File: src/rtl/spi_fetch_pkg.sv
// spi_fetch_pkg: shared FSM states, SPI READ command constants and flash address helper.
package spi_fetch_pkg;
  typedef enum logic [2:0] {IDLE, START, CMD, DATA, STOP, GAP} state_t;
  localparam logic [7:0] CMD_READ = 8'h03;
  localparam int SPI_ADDR_W = 24;
  localparam int CMD_BITS = 32;
  function automatic logic [SPI_ADDR_W-1:0] frame_addr(input logic [SPI_ADDR_W-1:0] base, input int idx, input int stride);
    return base + SPI_ADDR_W'(idx * stride);
  endfunction
endpackage

File: src/rtl/spi_sclk_gen.sv
// spi_sclk_gen: mode-0 SCLK toggle register with rising/falling toggle strobes.
module spi_sclk_gen (
  input  logic CLK_40,
  input  logic reset,
  input  logic spi_clk_en,
  input  logic en,
  output logic sclk,
  output logic rise_evt,
  output logic fall_evt
);
  assign rise_evt = spi_clk_en & en & ~sclk;
  assign fall_evt = spi_clk_en & en & sclk;
  always_ff @(posedge CLK_40) sclk <= reset ? 1'b0 : sclk ^ (spi_clk_en & en);
endmodule

File: src/rtl/spi_frame_fetcher.sv
// spi_frame_fetcher: SPI READ (0x03) master streaming 1-bpp frames from flash as pixel writes.
module spi_frame_fetcher
  import spi_fetch_pkg::*;
#(
  parameter int FRAME_BITS = 48,
  parameter int NUM_FRAMES = 4,
  parameter logic [23:0] START_ADDR = 24'h000000,
  localparam int IDX_W = (NUM_FRAMES > 1) ? $clog2(NUM_FRAMES) : 1
) (
  input  logic CLK_40,
  input  logic reset,
  input  logic spi_clk_en,
  input  logic frame_req,
  input  logic MISO,
  output logic SPI_CS_n,
  output logic SPI_SCLK,
  output logic SPI_MOSI,
  output logic pixel_data,
  output logic pixel_we,
  output logic frame_done,
  output logic busy,
  output logic [IDX_W-1:0] frame_index
);
  localparam int FRAME_BYTES = (FRAME_BITS + 7) / 8;
  localparam int CNT_W = $clog2(CMD_BITS + FRAME_BITS + 1);
  state_t state, state_nx;
  logic [CMD_BITS-1:0] sr, load;
  logic [CNT_W-1:0] cnt;
  logic pending, rise, fall, req;
  assign req = frame_req | pending;
  assign load = {CMD_READ, frame_addr(START_ADDR, int'(frame_index), FRAME_BYTES)};
  spi_sclk_gen u_sclk (
    .CLK_40(CLK_40),
    .reset(reset),
    .spi_clk_en(spi_clk_en),
    .en(state == CMD || state == DATA),
    .sclk(SPI_SCLK),
    .rise_evt(rise),
    .fall_evt(fall)
  );
  always_ff @(posedge CLK_40) state <= reset ? IDLE : state_nx;
  always_comb begin
    state_nx = state;
    case (state)
      IDLE:    state_nx = req ? START : IDLE;
      START:   state_nx = spi_clk_en ? CMD : START;
      CMD:     state_nx = (fall && cnt == CNT_W'(CMD_BITS)) ? DATA : CMD;
      DATA:    state_nx = (fall && cnt == CNT_W'(FRAME_BITS)) ? STOP : DATA;
      STOP:    state_nx = spi_clk_en ? GAP : STOP;
      GAP:     state_nx = spi_clk_en ? IDLE : GAP;
      default: state_nx = IDLE;
    endcase
  end
  // cnt counts SCLK rising edges: command bits in CMD, pixels in DATA
  always_ff @(posedge CLK_40) begin
    if (reset) begin
      SPI_CS_n <= 1'b1;
      SPI_MOSI <= 1'b0;
      pixel_data <= 1'b0;
      pixel_we <= 1'b0;
      frame_done <= 1'b0;
      busy <= 1'b0;
      frame_index <= '0;
      pending <= 1'b0;
      sr <= '0;
      cnt <= '0;
    end else begin
      pixel_we <= 1'b0;
      frame_done <= 1'b0;
      if (frame_req && state != IDLE) pending <= 1'b1;
      case (state)
        IDLE: if (req) begin
          SPI_CS_n <= 1'b0;
          busy <= 1'b1;
          sr <= load;
          SPI_MOSI <= load[CMD_BITS-1];
          pending <= 1'b0;
          cnt <= '0;
        end
        CMD: begin
          if (rise) cnt <= cnt + 1'b1;
          if (fall && cnt == CNT_W'(CMD_BITS)) begin
            cnt <= '0;
            SPI_MOSI <= 1'b0;
          end else if (fall) begin
            sr <= sr << 1;
            SPI_MOSI <= sr[CMD_BITS-2];
          end
        end
        DATA: if (rise) begin
          cnt <= cnt + 1'b1;
          pixel_data <= MISO;
          pixel_we <= 1'b1;
        end
        STOP: if (spi_clk_en) begin
          SPI_CS_n <= 1'b1;
          frame_done <= 1'b1;
          frame_index <= (frame_index == IDX_W'(NUM_FRAMES - 1)) ? '0 : frame_index + 1'b1;
        end
        GAP: if (spi_clk_en) busy <= 1'b0;
        default: ;
      endcase
    end
  end
endmodule

File: config.mk
export PLATFORM = sky130hd
export DESIGN_NAME = spi_frame_fetcher
export DESIGN_NICKNAME = d
export VERILOG_FILES = /design/src/rtl/spi_fetch_pkg.sv /design/src/rtl/spi_sclk_gen.sv /design/src/rtl/spi_frame_fetcher.sv
export SDC_FILE = /design/constraint.sdc
export NUM_CORES = 1
export LEC_CHECK = 0
export CORE_MARGIN = 2
export CORE_UTILIZATION = 60
export CTS_BUF_LIST = sky130_fd_sc_hd__clkbuf_16
export DETAILED_ROUTE_END_ITERATION = 8
export PLACE_DENSITY = 0.9
export SETUP_SLACK_MARGIN = 0.3
export SLEW_MARGIN = 10
export SYNTH_ARGS = -nofsm -noshare
export SYNTH_HDL_FRONTEND = slang
export SYNTH_HIERARCHICAL = 1
export SYNTH_SLANG_ARGS = --single-unit
File: constraint.sdc
create_clock -name CLK_40 -period 5.12 [get_ports CLK_40]
set_clock_uncertainty 0.1 [all_clocks]
set_input_delay 0.512 -clock CLK_40 [delete_from_list [all_inputs] [get_ports CLK_40]]
set_output_delay 0.512 -clock CLK_40 [all_outputs]
set_load 0.01 [all_outputs]
# Word level (Yosys, flattened, before mapping)
# Index checks and enable logic that the tools add are counted.
[totals]
register_bits = 51
inputBits = 5
out_inout_bits = 9
elab_cells = 86
[classes]
addsub = 2
n_mul = 1
n_eq_ne = 14
n_mux = 30
bitwise_logic = 8
reduce_logical = 19
[ops]
columns = ["operator", "n"]
rows = [
  ["two-way mux 31 bit", 3],
  ["case mux 31 bit (2 select lines)", 1],
  ["two-way mux 7 bit", 3],
  ["case mux 7 bit (3 select lines)", 1],
  ["case mux 3 bit (6 select lines)", 1],
  ["equality test 7 x 6 -> 1 bit, second input constant", 2],
  ["two-way mux 1 bit", 14],
  ["!= test 2 bit, second input constant", 5],
  ["AND reduction 3 bit", 3],
  ["adder 7 x 1 -> 7 bit, second input constant", 1],
  ["equality test 3 x 2 -> 1 bit, second input constant", 2],
  ["equality test 3 bit, second input constant", 2],
  ["two-way mux 3 bit", 2],
  ["case mux 1 bit (2 select lines)", 3],
  ["AND reduction 2 bit", 3],
  ["nonzero test 2 bit", 3],
  ["nonzero test 3 bit", 2],
  ["multiplier 2 x 2 -> 4 bit, second input constant", 1],
  ["two-way mux 2 bit", 2],
  ["AND reduction 4 bit", 1],
  ["OR reduction 2 bit", 2],
  ["AND 1 bit", 3],
  ["equality test 3 x 1 -> 1 bit, second input constant", 1],
  ["logical AND 1 bit", 3],
  ["other kinds (8)", 10],
]

# Logic depth before layout (Yosys ltp)
# Gate-level depths: netlist (run 1).
[depth]
ltp_word = 7
depth_mapped = 11

# Modules after synthesis
# Netlist (run 1), hierarchy kept.
[modules_own_cells]
columns = ["mod", "instances", "cells_each", "area_each_um2", "seq_area_each_um2"]
rows = [
  ["spi_frame_fetcher", 1, 268, 2268.4, 980.9],
  ["spi_sclk_gen", 1, 6, 58.8, 20.0],
]

# Least setup slack after synthesis (run 1)
# Ideal clock, no wire load.
[synth_path]
path_type = "register to register"
startpoint = "reg state[2]"
endpoint = "reg sr[8]"
setup_time_ns = 0.132
t_arrival_ns = 2.015
required_ns = 4.888
setup_slack_ns = 2.873
path_stages_with_launch = 12
path_buffers = 3
cell_sequence = "dfxtp_1 buf_2 nand2b_1 inv_1 and2_1 ha_1 nand4b_1 or2_1 buf_2 buf_6 nand4_1 a21oi_1"
[synth_via]
elab_chain_cells = 7
word_cells_on_any_way = 13
[synth_rtl]
columns = ["item", "line", "source"]
rows = [
  ["start, declared", "spi_frame_fetcher.sv:26", "state_t state, state_nx;"],
  ["start signal, assigned", "spi_frame_fetcher.sv:41", "always_ff @(posedge CLK_40) state <= reset ? IDLE : state_nx;"],
  ["equality test 3 x 2 -> 1 bit", "spi_frame_fetcher.sv:36", ".en(state == CMD || state == DATA),"],
  ["logical OR 1 bit (*)", "spi_frame_fetcher.sv:36", ""],
  ["AND 1 bit (*) (2 in a row)", "spi_sclk_gen.sv:12", "assign fall_evt = spi_clk_en & en & sclk;"],
  ["named net fall", "spi_frame_fetcher.sv:29", "logic pending, rise, fall, req;"],
  ["logical AND 1 bit", "spi_frame_fetcher.sv:82", "if (fall && cnt == CNT_W'(CMD_BITS)) begin"],
  ["!= test 2 bit (no line)", "n/a", ""],
  ["AND reduction 4 bit (no line) (*)", "n/a", ""],
  ["end signal, assigned", "spi_frame_fetcher.sv:75", "sr <= load;"],
  ["end signal, assigned", "spi_frame_fetcher.sv:86", "sr <= sr << 1;"],
  ["end, declared", "spi_frame_fetcher.sv:27", "logic [CMD_BITS-1:0] sr, load;"],
]
# Mark *: on every way through the listed nets, which the timed path passes. The rest lies on a longest branch.
# A chain may end at the register's enable or synchronous reset.

# Final worst setup path (run 1)
[layout_path]
startpoint = "reg state[2]"
endpoint = "reg sr[18]"
# Same word-level chain as after synthesis.

==> flow_summary_export.csv, run 1 <==
group,metric,value,unit
run_status,run_status,"completed",
route,vias,1960,
flow_run,cap_violations,0,
layout,layout.nets,279,
sta,finalCriticalPeriod,2.866,ns
sta,max_clock_freq,0.3489,GHz
cts,ctsRootBufferMaster,"sky130_fd_sc_hd__clkbuf_16",
cts,clock_sinks,50,
layout,fillers,294,
place,placed_area,0.002362,mm2
hold_path,hp_class,"reg -> reg",
route,wire_per_inst,13.91,um
synth,yosysTopAreaCellShare,43.01,%
synth,mappedNetlistArea,0.002327,mm2
cts,cts_tree,"yes",
sta,part_of_the_cycle_the_worst_path_needs,55.98,%
critical_path,crit_slowest_cell,"sky130_fd_sc_hd__or2_1",
place,dp_cells,309,
route,top_signal_layer_used,"met4",
synth,synth.distinct_cells,43,
synth,synth-async-reset-ratio,0,%
place,finalWeightedCongestion,0.8380,
route,avgViaCountPerCell,6.183,
route,detail_route.wirelength.met1,2141,um
floorplanning,floorplan_row_count,22,
critical_path,critical_path_required,5.24,ns
sta,totalNegativeSetupSlack,0,ns
cts,cts-buffers-inserted,5,
cts,post_cts_resized,0,
route,routed-wl-met3,162,um
route,drt_iter0_drc,225,
place,detailedPlacementHpwl,2759,um
grt,total_track_usage,22.46,%
synth,synth-main-ff-cell,"sky130_fd_sc_hd__dfxtp_1",
critical_path,criticalPathCategory,"reg -> reg",
layout,mostFrequentLayoutCells,"50 x sky130_fd_sc_hd__dfxtp_1, 33 x sky130_fd_sc_hd__a21oi_1, 28 x sky130_fd_sc_hd__nand4_1",
critical_path,worst_path_largest_cell_delay,0.72,ns
power_and_ir_drop,ir_drop,0.2254,mV
synth,synth_top_cell_by_area,"sky130_fd_sc_hd__dfxtp_1",
grt,grt_start_max_net_pins,46,
cts,htree_num_levels,2,
layout,post_route_standard_cell_area_excluding_fillers,0.002524,mm2
sta,rsz0062_at_grt,"no",
cts,clk-insertion-delay-late,0.30,ns
critical_path,r2r_slack,2.25,ns
synth,synth_seq_cells,50,
sta,slew_violations,0,
floorplanning,die_height,66.28,um
synth,synth_fp_nets,285,
hold_path,holdPathStages,2,
layout,area_growth,8.441,%
critical_path,worstSetupEndpointType,"flip-flop",
layout,num_antenna_cells,0,
synth,syn-instance-count,274,
cts,cts.reportedPaths.clkPinSlew,0.07,ns
layout,final_common_cell,"sky130_fd_sc_hd__dfxtp_1",
route,route.detailed.drc,0,
synth,yosysSeqAreaShare,43.01,%
route,met2_length,2051,um
layout,fin_cells,317,
floorplanning,floorplan.initialDensity,63.09,%
grt,globalRouteOverflowTotal,0,
layout,post-route-util,68.42,%
floorplanning,die-area,0.004393,mm2
sta,finalSetupViolCount,0,
grt,initial_antenna_violation_count,0,
critical_path,critPathMaxFanout,26,
route,finalWirelength,4409,um
critical_path,worst_ep_arrival,2.99,ns
synth,yosys-top-cells-area,"sky130_fd_sc_hd__dfxtp_1 43%, sky130_fd_sc_hd__nand4_1 7.5%, sky130_fd_sc_hd__a21oi_1 7.1%, sky130_fd_sc_hd__o21ai_0 4.5%, sky130_fd_sc_hd__buf_6 3.4%",
synth,ys.warnings.count,6,
grt,grt_pass1_vias,1754,
place,portBuffers,13,
floorplanning,core-area,0.003689,mm2
cts,post_cts_hold_buffer_count,0,
critical_path,worstRegToRegCells,8,
synth,synth_area_per_cell,8.494,um2
floorplanning,io_pins,14,
power_and_ir_drop,powerDensity,328.5,mW/mm2
floorplanning,chipWidth,66.28,um
power_and_ir_drop,leakage_power_figure,0.8600,nW
cts,cts_buffer_depth,2,
sta,worstMarginPinSlew,0.9048,ns
cts,cts_setup_buffers,0,
grt,global_route_wire_length_before_repair,7734,um
sta,max_slew_margin,39.48,%
layout,share_of_post_route_cells_with_drive_strength_above_1,5.576,%
synth,synth_enable_flop_cells,0,
critical_path,critical_path.cell_chain,"nand2b_1 > inv_1 > and2_1 > ha_1 > nand4b_1 > or2_1 > nand4_1 > a21oi_1",
route,drt.antenna.violating_nets,0,
route,detail_route.first_pass.iterations,4,
sta,report.final.hold_viol_count,0,
critical_path,startpoint_type,"flip-flop",
[layer usage]
metal	track usage (%)	vias to the layer above
met5	0	-
met4	7.653	0
met3	6.474	8
met2	34.75	39
met1	29.91	916
li1	-	997
[path summary, 6_finish.rpt]
check | from | end
setup / recovery | state[2] | sr[18]
hold / removal | SPI_MOSI | SPI_MOSI
setup reg to reg | state[2] | sr[18]
hold reg to reg | SPI_MOSI | SPI_MOSI
[power breakdown]
part / total, mW / switching (mW) / internal [mW]
registers: 0.409 / 0.0114 / 0.398
clock network: 0.344 / 0.157 / 0.187
logic: 0.0756 / 0.0511 / 0.0245
[worst max-delay path, delay by kind of cell (launching register included)]
kind	cells	cell delay [ns]
adders and majority gates	1	0.23
AOI/OAI and AO/OA	1	0.20
buffers and inverters	1	0.08
DFF	1	0.58
and+or+nand+nor	5	1.58
[area by class of cell]
cell class              instances  area (um2)  share of cell area (%)
well taps                      48       60.06                   2.380
multi-input cells             189        1141                   45.22
clock inverters                 3       28.78                   1.140
repair buffers                 14       137.6                   5.454
inverters                       8       30.03                   1.190
flip-flops and latches         50        1001                   39.66
clock buffers                   5       125.1                   4.958
[cells by family after synthesis]
family	count (synthesis)	synth area share, %
and+or+nand+nor	94	22.74
AOI/OAI and AO/OA	86	21.29
DFF	50	43.01
buffers and inverters	35	8.441
adders and majority gates	6	3.226
muxes	3	1.290
[registers in the layout (all words and copies together) (netlist names)]
register     count
frame_done       1
pixel_we         1
SPI_CS_n         1
frame_index      2
sr              30
pixel_data       1
state            3
pending          1
busy             1
cnt              7
SPI_MOSI         1
u_sclk/sclk      1
[metrics by stage]
| stage | hold slack, ns | setup slack [ns] | power (mW) |
|---|---|---|---|
| 2_1_floorplan | 0.3472 | 2.873 | 0.4773 |
| 3_3_place_gp | 0.3386 | 2.110 | 0.4904 |
| 3_5_place_dp | 0.3479 | 2.083 | 0.4920 |
| 4_1_cts | 0.3551 | 2.294 | 0.8325 |
| 5_1_grt | 0.3777 | 1.940 | 0.8582 |
| 6_report | 0.3508 | 2.254 | 0.8290 |
[cell usage after synthesis, types with 2 or more instances]
master,instances
sky130_fd_sc_hd__buf_1,2
sky130_fd_sc_hd__nor2_1,15
sky130_fd_sc_hd__a211oi_1,3
sky130_fd_sc_hd__a311oi_1,2
sky130_fd_sc_hd__mux2i_1,3
sky130_fd_sc_hd__a21oi_1,33
sky130_fd_sc_hd__nand2_1,15
sky130_fd_sc_hd__o21ai_1,14
sky130_fd_sc_hd__dfxtp_1,50
sky130_fd_sc_hd__clkbuf_1,10
sky130_fd_sc_hd__ha_1,6
sky130_fd_sc_hd__and3_1,2
sky130_fd_sc_hd__a21boi_0,2
sky130_fd_sc_hd__or3_1,2
sky130_fd_sc_hd__nand3_1,3
sky130_fd_sc_hd__buf_2,7
sky130_fd_sc_hd__nor3_1,10
sky130_fd_sc_hd__nand4_1,28
sky130_fd_sc_hd__and2_1,2
sky130_fd_sc_hd__inv_1,8
sky130_fd_sc_hd__a21o_1,3
sky130_fd_sc_hd__nor4_1,6
sky130_fd_sc_hd__nand4b_1,2
sky130_fd_sc_hd__buf_6,7
sky130_fd_sc_hd__o21ai_0,21
No activity file was read; power rests on OpenSTA's default activity.
==> run 2: changes to the inputs <==
Settings changed: CORE_UTILIZATION 60 to 53, PLACE_DENSITY 0.9 to 0.85.
Clock period 5.12 ns to 2.5 ns, I/O delays scaled along.
==> flow_summary_export.csv, run 2 (synthesis gave the netlist of run 1 again) <==
group,metric,value,unit
floorplanning,core-area,0.004294,mm2
critical_path,worst_ep_arrival,2.14,ns
flow_run,cap_violations,0,
grt,initial_antenna_violation_count,0,
sta,totalNegativeSetupSlack,0,ns
cts,ctsRootBufferMaster,"sky130_fd_sc_hd__clkbuf_16",
cts,cts-buffers-inserted,5,
critical_path,startpoint_type,"flip-flop",
floorplanning,floorplan_row_count,24,
sta,worstMarginPinSlew,0.9237,ns
power_and_ir_drop,powerDensity,655.4,mW/mm2
layout,flip_flop_count_of_the_largest_register_all_copies_and_words_added,30,
floorplanning,chipWidth,70.27,um
hold_path,hp_class,"reg -> reg",
floorplanning,die-area,0.004937,mm2
route,route.detailed.drc,0,
cts,cts_tree,"yes",
hold_path,hold_end,"SPI_MOSI",
cts,post_cts_hold_buffer_count,0,
critical_path,critical-path-top-cell-by-count,"sky130_fd_sc_hd__buf_4",
hold_path,holdPathStages,2,
layout,share_of_post_route_cells_with_drive_strength_above_1,9.747,%
route,finalWirelength,4741,um
sta,max_clock_freq,0.4807,GHz
critical_path,crit_slowest_cell,"sky130_fd_sc_hd__dfxtp_1",
route,avgViaCountPerCell,6.067,
sta,report.final.hold_viol_count,0,
hold_path,hold_path.startpoint,"SPI_MOSI",
critical_path,worstRegToRegCells,10,
power_and_ir_drop,leakage_power_figure,0.9006,nW
grt,total_track_usage,20.18,%
critical_path,critPathMaxFanout,25,
critical_path,worstSetupEndpointType,"flip-flop",
layout,largest_registers,"sr x30, cnt x7, state x3",
sta,finalSetupViolCount,0,
route,vias,1996,
grt,globalRouteOverflowTotal,0,
cts,clk-insertion-delay-late,0.29,ns
place,detailedPlacementHpwl,3003,um
critical_path,critical_path_required,2.56,ns
critical_path,critical_path.reg2reg.endpoint,"sr[6]",
route,drt.antenna.violating_nets,0,
layout,layout.nets,287,
floorplanning,floorplan.initialDensity,54.20,%
cts,cts.reportedPaths.clkPinSlew,0.07,ns
grt,grt_start_max_net_pins,44,
sta,rsz0062_at_grt,"no",
cts,clock_sinks,50,
critical_path,rr_startpoint,"state[2]",
place,portBuffers,13,
critical_path,critical_path.cell_chain,"nand2b_4 > inv_1 > and2_4 > ha_2 > nand4b_1 > buf_4 > or2_1 > buf_4 > nand4_1 > a21oi_1",
layout,registers.top_by_ff_count,"sr",
critical_path,worst_path_largest_cell_delay,0.31,ns
grt,grt_pass1_vias,1852,
grt,global_route_wire_length_before_repair,8190,um
run_status,run_status,"completed",
layout,final_common_cell,"sky130_fd_sc_hd__dfxtp_1",
layout,num_antenna_cells,0,
layout,area_growth,13.06,%
route,drt_iter0_drc,185,
route,wire_per_inst,14.41,um
sta,max_slew_margin,38.42,%
route,detail_route.first_pass.iterations,4,
critical_path,r2r_slack,0.42,ns
layout,mostFrequentLayoutCells,"50 x sky130_fd_sc_hd__dfxtp_1, 33 x sky130_fd_sc_hd__a21oi_1, 28 x sky130_fd_sc_hd__nand4_1",
critical_path,criticalPathCategory,"reg -> reg",
power_and_ir_drop,ir_drop,0.4068,mV
sta,slew_violations,0,
floorplanning,die_height,70.27,um
cts,cts_buffer_depth,2,
sta,finalCriticalPeriod,2.080,ns
floorplanning,io_pins,14,
place,finalWeightedCongestion,0.8945,
sta,hold_slack,0.3603,ns
cts,htree_num_levels,2,
sta,part_of_the_cycle_the_worst_path_needs,83.21,%
==> run 2: how the worst max path moves through the flow <==
| stage | start | to | slack [ns] | cells past startpoint |
|---|---|---|---|---|
| after CTS | state[2] | sr[7] | 0.31 | 9 |
| after detailed placement | spi_clk_en | sr[7] | 0.08 | 8 |
| after floorplan | state[2] | sr[8] | 0.31 | 11 |
| after global routing | state[2] | sr[22] | 0.27 | 10 |
| final | state[2] | sr[6] | 0.42 | 10 |
| after global placement | spi_clk_en | sr[30] | 0.14 | 8 |
==> run 2: metrics by stage <==
stage / area (um2) / power (mW) / setup slack, ns / std cells / utilization, %
after floorplan: 2345 / 0.9798 / 0.3079 / 274 / -
after global placement: 2457 / 1.030 / 0.1446 / 320 / 57.23
after detailed placement: 2457 / 1.033 / 0.08374 / 320 / 57.23
after CTS: 2611 / 1.730 / 0.3149 / 328 / 60.81
after global routing: 2631 / 1.792 / 0.2701 / 329 / 61.28
final: 2631 / 1.724 / 0.4199 / 329 / 61.28
==> run 2: power by group <==
part           total [mW]  switching, mW  internal (mW)
combinational       0.195          0.124         0.0705
sequential          0.828         0.0128          0.815
clock               0.702          0.318          0.383
==> run 2: layout make-up <==
class,instances,area [um2]
fill,377,1663
multi-input combinational,189,1155
sequential,50,1001
timing repair buffer,22,226.5
clock buffer,5,125.1
tap,52,65.06
inverter,8,30.03
clock inverter,3,28.78
==> run 2: layer usage <==
| metal | vias up | part of all wire [%] | track usage (%) |
|---|---|---|---|
| li1 | 1008 | - | - |
| met1 | 947 | 45 | 25.75 |
| met2 | 32 | 50 | 32.81 |
| met3 | 9 | 2.9 | 4.040 |
| met4 | 0 | 2.0 | 9.188 |
| met5 | - | 0 | 0 |
==> run 2: timing repair <==
action | CTS | global route
setup buffers | 0 | 1
setup endpoints to repair | 0 | 35
gates resized for setup | 0 | 7
==> run 2: worst max-delay path, delay by kind of cell, from the launching register on <==
| kind | cells | cell delay [ns] |
|---|---|---|
| and+or+nand+nor | 5 | 0.76 |
| buffers and inverters | 3 | 0.49 |
| AOI/OAI and AO/OA | 1 | 0.08 |
| adders and majority gates | 1 | 0.20 |
| DFF | 1 | 0.31 |
